`config.mk`:
```
export PLATFORM = sky130hd
export DESIGN_NAME = mem_port_arbiter
export DESIGN_NICKNAME = d
export VERILOG_FILES = /design/src/rtl/mem_arb_pkg.sv /design/src/rtl/mem_port_arbiter.sv
export SDC_FILE = /design/constraint.sdc
export NUM_CORES = 1
export LEC_CHECK = 0
export ABC_AREA = 0
export BUFFER_PORTS_ARGS = -buffer_cell sky130_fd_sc_hd__clkbuf_2
export CAP_MARGIN = 10
export CORE_MARGIN = 1
export CORE_UTILIZATION = 35
export CTS_CLUSTER_DIAMETER = 40
export CTS_CLUSTER_SIZE = 16
export DETAILED_ROUTE_END_ITERATION = 16
export GPL_ROUTABILITY_DRIVEN = 0
export HOLD_SLACK_MARGIN = 0.05
export PLACE_DENSITY_LB_ADDON = 0.25
export SYNTH_ARGS = -nofsm -noshare
export SYNTH_HDL_FRONTEND = slang
export SYNTH_SLANG_ARGS = --single-unit
```
`constraint.sdc`:
```
create_clock -name clk -period 2.5 [get_ports clk]
set_input_delay 0.25 -clock clk [delete_from_list [all_inputs] [get_ports clk]]
set_output_delay 0.25 -clock clk [all_outputs]
set_load 0.02 [all_outputs]
```
`src/rtl/mem_arb_pkg.sv`:
```
// Shared types and constants for the memory port arbiter.
// Imported by the arbiter and its testbench.
package mem_arb_pkg;

   localparam int MEM_LATENCY_DEF = 4;
   localparam int CNT_W = 4;

   typedef enum logic [1:0] {
      IDLE,
      BUSY,
      RESP
   } arb_state_t;

   typedef enum logic {
      OWN_IF,
      OWN_D
   } arb_owner_t;

endpackage

```
`src/rtl/mem_port_arbiter.sv`:
```
// Single-port memory arbiter between instruction fetch and data access.
// Data wins ties; each access takes MEM_LATENCY busy cycles plus a response.
module mem_port_arbiter
   import mem_arb_pkg::*;
#(
   parameter int ADDR_W      = 32,
   parameter int DATA_W      = 32,
   parameter int MEM_LATENCY = MEM_LATENCY_DEF
) (
   input  logic              clk,
   input  logic              rst_b,
   input  logic              halted,
   input  logic              if_req,
   input  logic [ADDR_W-1:0] if_addr,
   output logic [DATA_W-1:0] if_rdata,
   output logic              if_done,
   output logic              if_stall,
   input  logic              d_req,
   input  logic              d_we,
   input  logic [ADDR_W-1:0] d_addr,
   input  logic [DATA_W-1:0] d_wdata,
   output logic [DATA_W-1:0] d_rdata,
   output logic              d_done,
   output logic              d_stall,
   output logic              mem_start,
   output logic              mem_we,
   output logic [ADDR_W-1:0] mem_addr,
   output logic [DATA_W-1:0] mem_wdata,
   input  logic [DATA_W-1:0] mem_rdata
);

   localparam logic [CNT_W-1:0] START_CNT =
      CNT_W'(MEM_LATENCY - 1);

   if (MEM_LATENCY < 1 || MEM_LATENCY > 15) begin : g_bad_lat
      $error("MEM_LATENCY must be in 1..15");
   end

   arb_state_t       state_q;
   arb_state_t       state_d;
   arb_owner_t       owner_q;
   logic             we_q;
   logic [CNT_W-1:0] cnt;
   logic             grant;
   logic             grant_d;
   logic             last_busy;

   assign last_busy = (state_q == BUSY) && (cnt == '0);

   // Next-state: requests only considered in IDLE, data first.
   always_comb begin
      state_d = state_q;
      grant   = 1'b0;
      grant_d = 1'b0;
      unique case (state_q)
         IDLE: begin
            if (!halted && (d_req || if_req)) begin
               grant   = 1'b1;
               grant_d = d_req;
               state_d = BUSY;
            end
         end
         BUSY: begin
            if (cnt == '0) begin
               state_d = RESP;
            end
         end
         RESP: begin
            state_d = IDLE;
         end
         default: begin
            state_d = IDLE;
         end
      endcase
   end

   // State register; reset aborts any access in flight.
   always_ff @(posedge clk) begin
      if (!rst_b) begin
         state_q <= IDLE;
      end else begin
         state_q <= state_d;
      end
   end

   // Latch the granted request, count busy cycles, capture read data.
   always_ff @(posedge clk) begin
      if (!rst_b) begin
         owner_q   <= OWN_IF;
         we_q      <= 1'b0;
         cnt       <= '0;
         mem_addr  <= '0;
         mem_wdata <= '0;
         if_rdata  <= '0;
         d_rdata   <= '0;
      end else begin
         if (grant) begin
            owner_q  <= grant_d ? OWN_D : OWN_IF;
            we_q     <= grant_d & d_we;
            mem_addr <= grant_d ? d_addr : if_addr;
            cnt      <= START_CNT;
            if (grant_d) begin
               mem_wdata <= d_wdata;
            end
         end else if (state_q == BUSY && cnt != '0) begin
            cnt <= cnt - 1'b1;
         end
         if (last_busy && !we_q) begin
            if (owner_q == OWN_D) begin
               d_rdata <= mem_rdata;
            end else begin
               if_rdata <= mem_rdata;
            end
         end
      end
   end

   assign mem_start = (state_q == BUSY) && (cnt == START_CNT);
   assign mem_we    = (state_q == BUSY) && we_q;
   assign if_done   = (state_q == RESP) && (owner_q == OWN_IF);
   assign d_done    = (state_q == RESP) && (owner_q == OWN_D);
   assign if_stall  = if_req & ~if_done;
   assign d_stall   = d_req & ~d_done;

endmodule

```
==> results of run 1 <==
cell type report:
class | count | area (µm²) | share of cell area
Sequential cell | 136 | 2723 | 0.3629
Clock buffer | 24 | 481.7 | 0.06421
Timing Repair Buffer | 295 | 1617 | 0.2155
Multi-Input combinational cell | 391 | 2366 | 0.3154
Inverter | 4 | 15.01 | 0.002001
Tap cell | 184 | 230.2 | 0.03069
Clock inverter | 4 | 70.07 | 0.009340
flip-flops by register name (all words and copies together), names as in the netlist:
name,cells
mem_addr,32
state_q,2
we_q,1
owner_q,1
d_rdata,32
if_rdata,32
mem_wdata,32
cnt,4
routing by layer:
| metal | GRT usage | part of all wire | vias to the layer above |
|---|---|---|---|
| met5 | 0 | 0 | - |
| met4 | 0.08178 | 0.023 | 0 |
| met3 | 0.05049 | 0.050 | 22 |
| met2 | 0.3101 | 0.50 | 149 |
| met1 | 0.2136 | 0.42 | 2199 |
| li1 | - | - | 2543 |
stage by stage:
stage | std cells | worst slack [ns] | instance area [µm²] | hold WS [ns]
final | 1038 | 0.4310 | 7502 | 0.06514
after global routing | 1038 | 0.2963 | 7502 | 0.05576
after CTS | 1038 | 0.4407 | 7502 | 0.05022
after detailed placement | 993 | 0.4491 | 6780 | 0.4415
after global placement | 993 | 0.4788 | 6780 | 0.4372
after floorplan | 579 | 0.5743 | 5344 | 0.3804
cell families (layout without fill, tap and decap cells):
family,after synthesis,count (layout)
buf+inv,52,327
fa+ha+maj,2,2
mux,32,32
xor+xnor,2,2
flops,136,136
compound gates,137,137
simple gates,218,218
path summary, 6_finish.rpt:
path / end / depth (start not counted) / startpoint / slack (ns)
hold reg to reg: if_rdata[24]$_SDFFE_PN0P_ / 2 / if_rdata[24]$_SDFFE_PN0P_ / 0.45
hold / removal: if_rdata[14]$_SDFFE_PN0P_ / 3 / mem_rdata[14] / 0.07
setup / recovery: d_rdata[19]$_SDFFE_PN0P_ / 7 / cnt[0]$_SDFFE_PN0P_ / 0.43
setup reg to reg: d_rdata[19]$_SDFFE_PN0P_ / 7 / cnt[0]$_SDFFE_PN0P_ / 0.43
cell usage after synthesis, types with 3 or more instances:
master,number,area share
sky130_fd_sc_hd__dfxtp_1,136,0.51
sky130_fd_sc_hd__nand2_1,134,0.094
sky130_fd_sc_hd__nand3_1,47,0.044
sky130_fd_sc_hd__a21oi_1,35,0.033
sky130_fd_sc_hd__mux2i_1,32,0.060
sky130_fd_sc_hd__o21ai_2,32,0.052
sky130_fd_sc_hd__o2bb2ai_1,32,0.052
sky130_fd_sc_hd__o21ai_0,28,0.026
sky130_fd_sc_hd__clkbuf_1,27,0.019
sky130_fd_sc_hd__nand3_2,18,0.034
sky130_fd_sc_hd__buf_2,9,0.0084
sky130_fd_sc_hd__buf_6,7,0.015
sky130_fd_sc_hd__o21ai_1,5,0.0047
sky130_fd_sc_hd__buf_1,4,0.0028
sky130_fd_sc_hd__nor3_1,4,0.0037
sky130_fd_sc_hd__inv_1,3,0.0021
sky130_fd_sc_hd__nor2b_1,3,0.0035
timing repair:
item / CTS / global route
endpoints found under the setup margin: 0 / 0
hold buffers: 17 / 0
hold endpoints to repair: 17 / 0
setup buffers: 0 / 0
critical path: cells and delay by family, from the launching register on:
kind	cells	cell delay (ns)
simple gates	3	1.02
flops	1	0.34
buf+inv	2	0.30
fa+ha+maj	1	0.19
compound gates	1	0.06
report_power, final:
| part | total (µW) | switching, µW | internal (µW) |
|---|---|---|---|
| Sequential | 2360 | 70.2 | 2290 |
| Clock | 2390 | 865 | 1520 |
| Combinational | 798 | 487 | 311 |
==> reports/results.txt, run 1 <==
Compared with the post-synthesis result, the final layout area differs by 40.39%. The synthesized area divided by synthesized cell count was 9.229 µm²; the share of async-settable or async-resettable flops after synthesis was 0. The remaining global-route overflow came out at 0.

The detail route stage leaves a number of antenna-violating nets equal to 0. Overall routing resource usage: 0.1824. The total count of max-transition violations in the final report is 0. The first routing iteration left 236 violations.

For this run, design rule violations remaining after detail routing come to 11. Total power for the finished layout comes to 5545 µW. The core outline area was 0.01470 mm². The floorplan has 44 rows. Entering global routing, the biggest net connects 65 pins. The share of synthesized cell area in and, or, nand and nor gates works out to 0.1971. The repair_antennas step left the layout with diodes totalling 0. For this design the static power due to leakage is 0.003324 µW. The via count normalized by instance count was 4.733; the critical path data required time was 2.80 ns.

TritonCTS built the clock tree. In this design, the stage delay of the slowest critical-path cell is 0.44 ns. The arithmetic-cell share of the synthesized area counting full adders, half adders and majority gates came out at 0.004683. The run finished, with violations left. Setup repair after global routing left no endpoint under its margin. The worst setup path is of the reg2reg kind. The logs give 0.41 ns for the clock latency reported for the late side of the worst-skew pair and 981 for the number of nets in the final layout.

The initial antenna violation count is 0, and the post-synthesis compound-gate area fraction is 0.1763. The XOR/XNOR share of the synthesized area is 0.003278. Data on the critical path arrives at its endpoint at 2.37 ns.

The run gives 35 as the number of library cell types mapped by synthesis. In this run the number of H-tree levels came out at 4. The top cell types in the final layout, fill and taps aside, are sky130_fd_sc_hd__clkbuf_2, sky130_fd_sc_hd__dfxtp_1, sky130_fd_sc_hd__nand2_1.

The number of global-route vias before repair came out at 4593. The slew at the pin with the worst max-slew slack is 0.6590 ns. The tools report the first-pass iteration count of the detailed router as 11.

The layout cell share with drive strength beyond 1 works out to 0.4192. The worst path in the final design needs a cycle of 2.069 ns, including I/O delays and setup. The areal power density over the cells was 739.2 mW/mm². The clock passes through at most 2 buffers. The routed design has 14.23 mm of wire. The die is 125.6 µm wide.

Slowest cell on the critical path: sky130_fd_sc_hd__or4_4. STA classifies the critical path startpoint as a flip-flop. STA classifies the critical path endpoint as a flip-flop. The tools report the synthesized instance count as 579.

Fill cells in the final layout number 1448. Count of buffers from port buffering: 267. CTS saw 136 sinks. The initial core utilization was 0.3636; the final sum of negative setup slack was 0 ns. The proportion of synthesized area in mux cells was 0.05994; the detailed-route wire length per cell was 13.71 µm. The tools report the fraction of the yosys area taken by sequential cells as 0.5095. The cell area after technology mapping is 0.005344 mm².

The number of vias after detailed routing was 4913; the total setup violations reported at the end of the flow was 0. The wire-length estimate of the detail-placed layout is 10.15 mm. The worst hold path belongs to the class in2reg. Number of clock buffers inserted by TritonCTS: 17. Maximum achievable frequency: 0.4833 GHz.

The number of flip-flops and latches in the synthesized netlist works out to 136. The tools report the number of I/O pins as 268. Most common cell after layout, fill and taps aside: sky130_fd_sc_hd__clkbuf_2. During synthesis, Yosys emitted a total of 0 warnings.

For this run, the leading register cell type out of synthesis is sky130_fd_sc_hd__dfxtp_1. By area, the combinational part of the netlist is dominated by simple AND/OR/NAND/NOR gates. The critical path goes through inv_1 > ha_1 > or3b_4 > or4_4 > buf_12 > nand3_1 > o21ai_2. Post-CTS resize count: 0. The checks that failed: design-rule violations. The run gives 0 as the hold violation total from the final report.

The global-route wire length before repair is 22.72 mm, and the highest fanout seen on the critical path is 64. Clock skew on the completed layout was measured at 0.01047 ns. The relative slew slack is 0.5602. The share of the clock period used by the worst path after layout works out to 0.8276.

The synthesized design contains 0 enable-type register cells. The run gives 0.01577 mm² as the area of the die. The die is 125.6 µm tall. Across the run, the number of max-cap violations was 0. The core utilization of the finished layout is 0.5104. The tools report the peak supply drop as 0.0004745 V.

Clock-pin slew was measured on the worst setup and hold paths at 0.05 ns. Clock tree synthesis selected as its root buffer the cell sky130_fd_sc_hd__clkbuf_16. When the netlist entered floorplanning its net count stood at 715.
Note: power is estimated with default switching activity, not from simulation.
==> run 2: changes to the inputs <==
--- a/config.mk
+++ b/config.mk
@@ -5,7 +5,7 @@
 export SDC_FILE = /design/constraint.sdc
 export NUM_CORES = 1
 export LEC_CHECK = 0
-export ABC_AREA = 0
+export ABC_AREA = 1
 export BUFFER_PORTS_ARGS = -buffer_cell sky130_fd_sc_hd__clkbuf_2
 export CAP_MARGIN = 10
 export CORE_MARGIN = 1
==> constraint.sdc (replaced) <==
create_clock -name clk -period 2.1 [get_ports clk]
set_input_delay 0.21 -clock clk [delete_from_list [all_inputs] [get_ports clk]]
set_output_delay 0.21 -clock clk [all_outputs]
set_load 0.02 [all_outputs]
==> run 2 against run 1 <==
Register-to-register slack improved by 0.06 ns. Die area is 17% higher. Non-clock buffer count increased by 42. Clock skew decreased by 0.00095 ns. Highest routed layer unchanged. Largest cell class unchanged. The flow now finishes without violations. Sequential power up 22%. Sequential cell count unchanged.
==> reports/results.txt, run 2 <==
Clock latency on the worst-skew pair, taken at its later pin, is 0.41 ns. For the post-detailed-placement half-perimeter wirelength, the log shows 11.95 mm. For the initial antenna violation count, the log shows 0. The global-route wire length before repair is 27.59 mm. The run finished with clean final reports. The critical path launch point type is a flip-flop.

In this run, CTS created clock tree buffers numbering 17. In this run the worst path has a maximum fanout of 35. Among all stages on the critical path, the largest delay is contributed by sky130_fd_sc_hd__buf_4.

Data on the critical path arrives at its endpoint at 1.49 ns. The tools report the sequential share of power as 0.395. STA classifies the critical path endpoint as an output port. Share of the clock period used by the worst path after layout: 0.8116. In this run the most critical hold path is launched from d_addr[19].

The tools report the post-cts hold buffer count as 53. The largest net degree at the start of global routing came out at 98. The post-CTS resize count is 0, and the number of vias after detailed routing is 6361. Hold timing on the final database bottoms out at a slack of 0.06615 ns.

Counting instances in the post-synthesis netlist gives the leading cell types as sky130_fd_sc_hd__nand2_1, sky130_fd_sc_hd__inv_1, sky130_fd_sc_hd__nor2_1. TritonCTS built the clock tree. Post-CTS timing repair inserted 0 buffers for setup.

The clock skew after layout was 0.009522 ns. After global routing the overflow that remains totals 0. The first detailed-routing pass took 4 iterations.

Setup violations remaining at the end of the flow were counted as 0. For the worst flop-to-flop path, the logic depth is 9. The overall power after layout was 7278 µW. The critical path is of the reg2out type. The post-detailed-route DRC marker count came out at 0. The number of cell rows was 48. During I/O placement, the number of pins put on the boundary was 268. The die covers 0.01838 mm².

The area growth from synthesis to final layout came out at 41.72%. The multi-input combinational cells in the finished layout cover a total of 0.002406 mm². During placement, the flow inserted port buffers numbering 267. The post-layout minimum cycle time is 1.704 ns. The hold-critical path depth was 3; the stage delay of the slowest cell on the critical path was 0.37 ns. Combinational share of power: 0.182. The detailed router finished its first iteration with 292 violations. The footprint of the flip-flops and latches is 0.002723 mm², and the leakage dissipation is 0.004846 µW.

Across the VDD grid, the largest voltage drop is 0.0005309 V. The number of warnings issued by yosys is 0, and the power share of the clock group is 0.424. The number of enable flip-flop cells after synthesis was 0. Traced cell by cell, the critical path runs through buf_4 > o21ai_0 > inv_1 > clkbuf_2.

The number of flip-flops and latches in the synthesized netlist came out at 136. The switching part of the total works out to 0.2881. The final sum of negative setup slack was 0 ns.

Clock tree synthesis selected as its root buffer the cell sky130_fd_sc_hd__clkbuf_16. Share of async-settable or async-resettable flops after synthesis: 0. Averaged over all synthesized cells, the footprint is 6.692 µm².

For the core outline area, the log shows 0.01736 mm². The internal power component is 5181 µW. In this run the number of H-tree levels came out at 4. Data on the critical path is required at its endpoint by 1.89 ns. The total wirelength of the detailed-routed design was 17.42 mm.

Derived from the worst setup path, the maximum achievable clock frequency is 0.5868 GHz. The number of global-route vias before repair is 5751. For the layout filler cell count, the log shows 1734. In the synthesized netlist, the number of instances is 933. The initial core utilization is 0.3597, and the clock input transition at the sequential cells of the worst setup and hold paths is 0.06 ns. The most frequently used flop master after synthesis was sky130_fd_sc_hd__dfxtp_1. In this run the power density over the cells is 822.5 mW/mm². Setup repair after global routing left no endpoint under its margin. Antenna violation net count after detailed routing: 0.

The logs give 0 for the max-cap violation count and 26 for the number of library cell types mapped by synthesis. The tools report the worst flop-to-flop path startpoint as cnt[0]$_SDFFE_PN0P_. 0 antenna diodes ended up in the layout. After detailed routing, the number of vias per cell comes to 4.327.

For this design, the sink count on the clock tree is 136. The minimum setup slack in the final design is 0.3957 ns. Among all cell types in the netlist, the one instantiated most often is sky130_fd_sc_hd__nand2_1. Cell type contributing the most total cell area after synthesis: sky130_fd_sc_hd__dfxtp_1.

The width of the chip works out to 135.6 µm. The overall die height was 135.6 µm. For the fraction of the yosys area taken by sequential cells, the log shows 0.4361. The logs give 0.1899 for the overall routing resource usage and 2 for the number of buffers on the longest clock path. Post-synth net total: 1069. Together, buffers and inverters on the worst path number 3. The fraction of post-synthesis cell area in the top cell type by area is 0.4361, and the layout cell share with drive strength beyond 1 is 0.2627.

The logs give 0 for the hold violation total from the final report and 1470 for the post-layout instance count excluding filler cells. Across all register-to-register paths, the minimum setup slack is 0.49 ns. After synthesis, the cell types taking the most area are sky130_fd_sc_hd__dfxtp_1, sky130_fd_sc_hd__nand2_1, sky130_fd_sc_hd__inv_1. The tools report the total count of max-transition violations in the final report as 0.

The gate family responsible for the most delay along the worst path was buffers and inverters. In the layout the commonest cells are sky130_fd_sc_hd__clkbuf_2, sky130_fd_sc_hd__nand2_1, sky130_fd_sc_hd__inv_1. Once placement completed, the tool counted placed cells totaling 1385. The endpoint of the worst hold path is mem_addr[19]$_SDFFE_PN0P_. The slew at the pin with the worst max-slew slack was 0.5657 ns. The endpoint identified for the worst register-to-register timing path is if_rdata[23]$_SDFFE_PN0P_. The library cell used most frequently in the layout, excluding fill and tap cells, is sky130_fd_sc_hd__clkbuf_2. The cell area after technology mapping is 0.006243 mm². The min-delay analysis places its worst path in the category in2reg. The number of nets in the final layout is 1368, and the relative slew slack is 0.6224.

Before CTS, the worst setup slack after placement is 0.4834 ns. The detailed-route wire length per cell was 11.85 µm. In this run the power spent charging and discharging nets is 2097 µW.
==> run 2: cell families after synthesis <==
kind of cell,count (synthesis),synth area share
AND/OR/NAND/NOR,453,0.3084
buffers and inverters,268,0.1786
flip-flops,136,0.4361
adder cells (fa/ha/maj),2,0.004007
AO/OA/AOI/OAI,74,0.07295
==> run 2: power groups by stage <==
stage / logic [µW] / registers (µW) / clock network, µW
after floorplan: 627 / 3120 / 0
after global placement: 1240 / 2930 / 0
after detailed placement: 1250 / 2930 / 0
after CTS: 1330 / 2870 / 3160
after global routing: 1480 / 2890 / 3270
final: 1320 / 2870 / 3080
==> run 2: routing by layer <==
metal | wire length [µm] | up-vias | track usage
met5 | 0 | - | 0
met4 | 201 | 0 | 0.06679
met3 | 1080 | 14 | 0.04452
met2 | 8370 | 210 | 0.3217
met1 | 7771 | 2726 | 0.2334
li1 | - | 3411 | -
==> run 2: per-stage QoR <==
step / instance area, µm² / util
finish: 8848 / 0.5098
detailed placement: 7706 / 0.4440
CTS: 8848 / 0.5098
global placement: 7706 / 0.4440
global route: 8848 / 0.5098
floorplan: 6243 / -
==> run 2: worst max path at each step <==
stage                    startpoint                   endpoint  slack (ns)  cells after the start
4_1_cts        owner_q$_SDFFE_PN0P_                   if_stall        0.37                      4
2_1_floorplan   cnt[0]$_SDFFE_PN0P_  if_rdata[10]$_SDFFE_PN0P_        0.68                      9
3_5_place_dp    cnt[0]$_SDFFE_PN0P_  if_rdata[23]$_SDFFE_PN0P_        0.48                      9
5_1_grt        owner_q$_SDFFE_PN0P_                   if_stall        0.26                      4
6_report       owner_q$_SDFFE_PN0P_                   if_stall        0.40                      4
3_3_place_gp                  d_req   mem_addr[3]$_SDFFE_PN0P_        0.57                      8
==> run 2: layout make-up <==
cell class | instances | share of cell area
clock buffer | 19 | 0.05006
clock inverter | 13 | 0.01909
inverter | 211 | 0.08951
multi-input combinational | 529 | 0.2719
sequential | 136 | 0.3077
tap | 225 | 0.03182
timing repair buffer | 337 | 0.2299
==> run 2: tightest hold or removal path, cell delays in order <==
cell	delay, ns
sky130_fd_sc_hd__clkbuf_2	0.09
sky130_fd_sc_hd__o211ai_1	0.09
sky130_fd_sc_hd__nand2_1	0.06
==> run 3: changes to the inputs <==
==> constraint.sdc (replaced) <==
create_clock -name clk -period 1.5 [get_ports clk]
set_input_delay 0.15 -clock clk [delete_from_list [all_inputs] [get_ports clk]]
set_output_delay 0.15 -clock clk [all_outputs]
set_load 0.02 [all_outputs]
==> run 3 against run 2 <==
Via count is 5.5% higher. Final cell count is 3.4% higher. Final area is 7.5% higher. Global-route usage is 1.9 points higher. Count of clock-buffer cells in the layout is 4 higher. Non-clock buffer count is 52 higher. Critical path depth is 1 higher. Clock power is 50% higher. Combinational power is 57% higher. Sequential share of layout area is 2.0 points lower. Die area stayed put. Critical endpoint is now mem_start. Largest cell class unchanged.
==> reports/results.txt, run 3 (synthesized netlist as in run 2, its figures left out) <==
The tools report the maximum achievable frequency as 0.6738 GHz. Slowest cell on the critical path: sky130_fd_sc_hd__dfxtp_1. During placement, the flow inserted port buffers numbering 267. The startpoint identified for the worst register-to-register timing path is cnt[0]$_SDFFE_PN0P_. The signal on the critical path passes through buf_4 > ha_1 > nand2_1 > nor2_2 > clkbuf_8. The max-cap violation count was 0; the number of cell rows was 48.

By startpoint and endpoint, the worst setup path is classified as reg2out. The critical path launch point type is a flip-flop. The count of cells along the worst register-to-register path works out to 8. TritonCTS built the clock tree.

The later pin in the worst-skew pair is clocked with a latency of 0.42 ns. The clock arrives with 0.01131 ns of skew. The worst hold path was traced through 5 stages. The core utilization of the finished layout is 0.5480, and the data arrival time of the critical path is 1.33 ns. In this run the power density over the cells is 1125 mW/mm². For this design the total switching power over the nets is 2903 µW. The number of clock buffers added by TritonCTS is 17.

Setup repair after global routing could not meet its margin everywhere. The run finished with clean final reports. The critical path data required time was 1.35 ns; the buffer and inverter count on the worst path was 2. The area of the die is 0.01838 mm², and the core outline area is 0.01736 mm². The layout cell share with drive strength beyond 1 works out to 0.2734. The overall routing resource usage came out at 0.2092. The total count of max-transition violations in the final report is 0. The first-pass iteration count of the detailed router came out at 7.

The kind of end point of the critical path is an output port. The tools report the number of vias after detailed routing as 6710. For this run, design rule violations remaining after detail routing come to 0. For the overall power after layout, the log shows 10700 µW. The worst register-to-register path ends at if_rdata[23]$_SDFFE_PN0P_. The die is 135.6 µm tall. Sequential share of power: 0.377.

Relative slew slack: 0.7728. The CTS H-tree depth was 4; the leakage dissipation was 0.005131 µW. Dividing the detail-routed wire length by the instance count gives 12.61 µm.

For the combinational share of power, the log shows 0.193. For the global-route wire length before repair, the log shows 30.19 mm. The clock root buffer master was sky130_fd_sc_hd__clkbuf_16. Along the worst path, the maximum fanout reaches 2. Once layout is done, the placed cells without fillers occupy 0.009512 mm². Fill cells in the final layout number 1616. The path with the worst hold slack has its endpoint at mem_addr[6]$_SDFFE_PN0P_. The total instance count after detailed placement is 1396. The worst path in the final design needs a cycle of 1.484 ns, including I/O delays and setup. Counting along the longest clock path gives a buffer depth of 2.

After clock tree synthesis, the clock-pin slew on the worst setup and hold paths is 0.06 ns. The sequential cells in the finished layout cover a total of 0.002733 mm². Using the TritonRoute via totals, the vias-per-cell ratio works out to 4.414.

The floorplan step set the die width to 135.6 µm. The number of global-route vias before repair is 6133, and the clock sink count is 136. The origin of the worst min-delay path is if_addr[6].

Remaining global-route overflow: 0. Peak supply drop: 0.0007237 V. The number of I/O pins was 268.

The initial core utilization was 0.3597; the internal power component was 7796 µW. Summing all multi-input logic gate instances after layout gives 0.002441 mm². Compared with the post-synthesis result, the final layout area differs by 52.34%. The share of the clock period used by the worst path after layout was 0.9894; the switching part of the total was 0.2714. The stage delay of the slowest cell on the critical path was 0.32 ns; the largest net degree at the start of global routing was 83.

Hold violation total from the final report: 0. The tools report the initial antenna violation count as 0. The detailed router finished its first iteration with 307 violations. For the instance area at placement, the log shows 0.007839 mm². Setup violations remaining at the end of the flow were counted as 0. The tools report the power share of the clock group as 0.430. Class of the worst hold path: in2reg. The slew at the pin with the worst max-slew slack is 0.3402 ns, and the number of antenna diodes is 0. The post-layout instance count excluding filler cells is 1520. The HPWL after detailed placement is 12.06 mm. The library cell used most frequently in the layout, excluding fill and tap cells, is sky130_fd_sc_hd__clkbuf_2. In the layout the commonest cells are sky130_fd_sc_hd__clkbuf_2, sky130_fd_sc_hd__nand2_1, sky130_fd_sc_hd__inv_1.

The total wirelength of the detailed-routed design is 19.16 mm, and the worst reg-to-reg setup slack is 0.06 ns. The gate family responsible for the most delay along the worst path was flip-flops. The logs give 1420 for the number of nets in the final layout and 0 for the antenna violation net count after detailed routing.
==> run 3: final cells by class <==
class | count | area share
Clock buffer | 23 | 0.05025
Clock inverter | 7 | 0.01750
Inverter | 211 | 0.08406
Multi-Input combinational cell | 529 | 0.2566
Sequential cell | 136 | 0.2873
Tap cell | 225 | 0.02960
Timing Repair Buffer | 389 | 0.2747
==> run 3: power by group through the flow <==
| stage | clock network (µW) | logic, µW | registers (µW) |
|---|---|---|---|
| 6_report | 4610 | 2070 | 4030 |
| 5_1_grt | 4860 | 2290 | 4050 |
| 2_1_floorplan | 0 | 878 | 4370 |
| 3_3_place_gp | 0 | 1800 | 4090 |
| 4_1_cts | 4700 | 2040 | 4020 |
| 3_5_place_dp | 0 | 1820 | 4090 |
==> run 3: worst reg2reg max path: cells and delay by family (launching register included) <==
| family | cells | cell delay (ns) |
|---|---|---|
| simple gates | 5 | 0.54 |
| fa+ha+maj | 1 | 0.18 |
| flops | 1 | 0.31 |
| buf+inv | 2 | 0.31 |
==> run 3: metrics by stage <==
stage | setup WS, ns | setup TNS (ns) | hold slack (ns)
2_1_floorplan | 0.08193 | 0 | 0.2919
3_3_place_gp | 0.08969 | 0 | 0.3966
3_5_place_dp | 0.07140 | 0 | 0.3954
4_1_cts | 0.005863 | 0 | 0.05369
5_1_grt | -0.05624 | -0.5174 | 0.09575
6_report | 0.01583 | 0 | 0.06190
==> run 3: repair_timing <==
action	CTS	global route
endpoints found under the hold margin	65	0
gates cloned	1	0
resized for setup	14	16
endpoints found under the setup margin	5	59
hold buffers	92	0
buffers inserted	1	0
pin swaps	2	3
==> run 3: per-layer routing <==
metal | vias up | track usage | wire, µm
met5 | - | 0 | 0
met3 | 31 | 0.05911 | 1198
li1 | 3520 | - | -
met1 | 2925 | 0.2571 | 8498
met2 | 234 | 0.3438 | 9053
met4 | 0 | 0.08052 | 415
==> run 3: how the worst max path moves through the flow <==
stage | start | endpoint | slack (ns) | cells after the start
2_1_floorplan | cnt[0]$_SDFFE_PN0P_ | if_rdata[10]$_SDFFE_PN0P_ | 0.08 | 9
3_3_place_gp | cnt[0]$_SDFFE_PN0P_ | d_rdata[18]$_SDFFE_PN0P_ | 0.09 | 8
3_5_place_dp | cnt[0]$_SDFFE_PN0P_ | if_rdata[10]$_SDFFE_PN0P_ | 0.07 | 8
4_1_cts | state_q[0]$_SDFFE_PN0P_ | mem_start | 0.006 | 5
5_1_grt | cnt[1]$_SDFFE_PN0P_ | if_rdata[10]$_SDFFE_PN0P_ | -0.06 | 8
6_report | cnt[0]$_SDFFE_PN0P_ | mem_start | 0.02 | 5
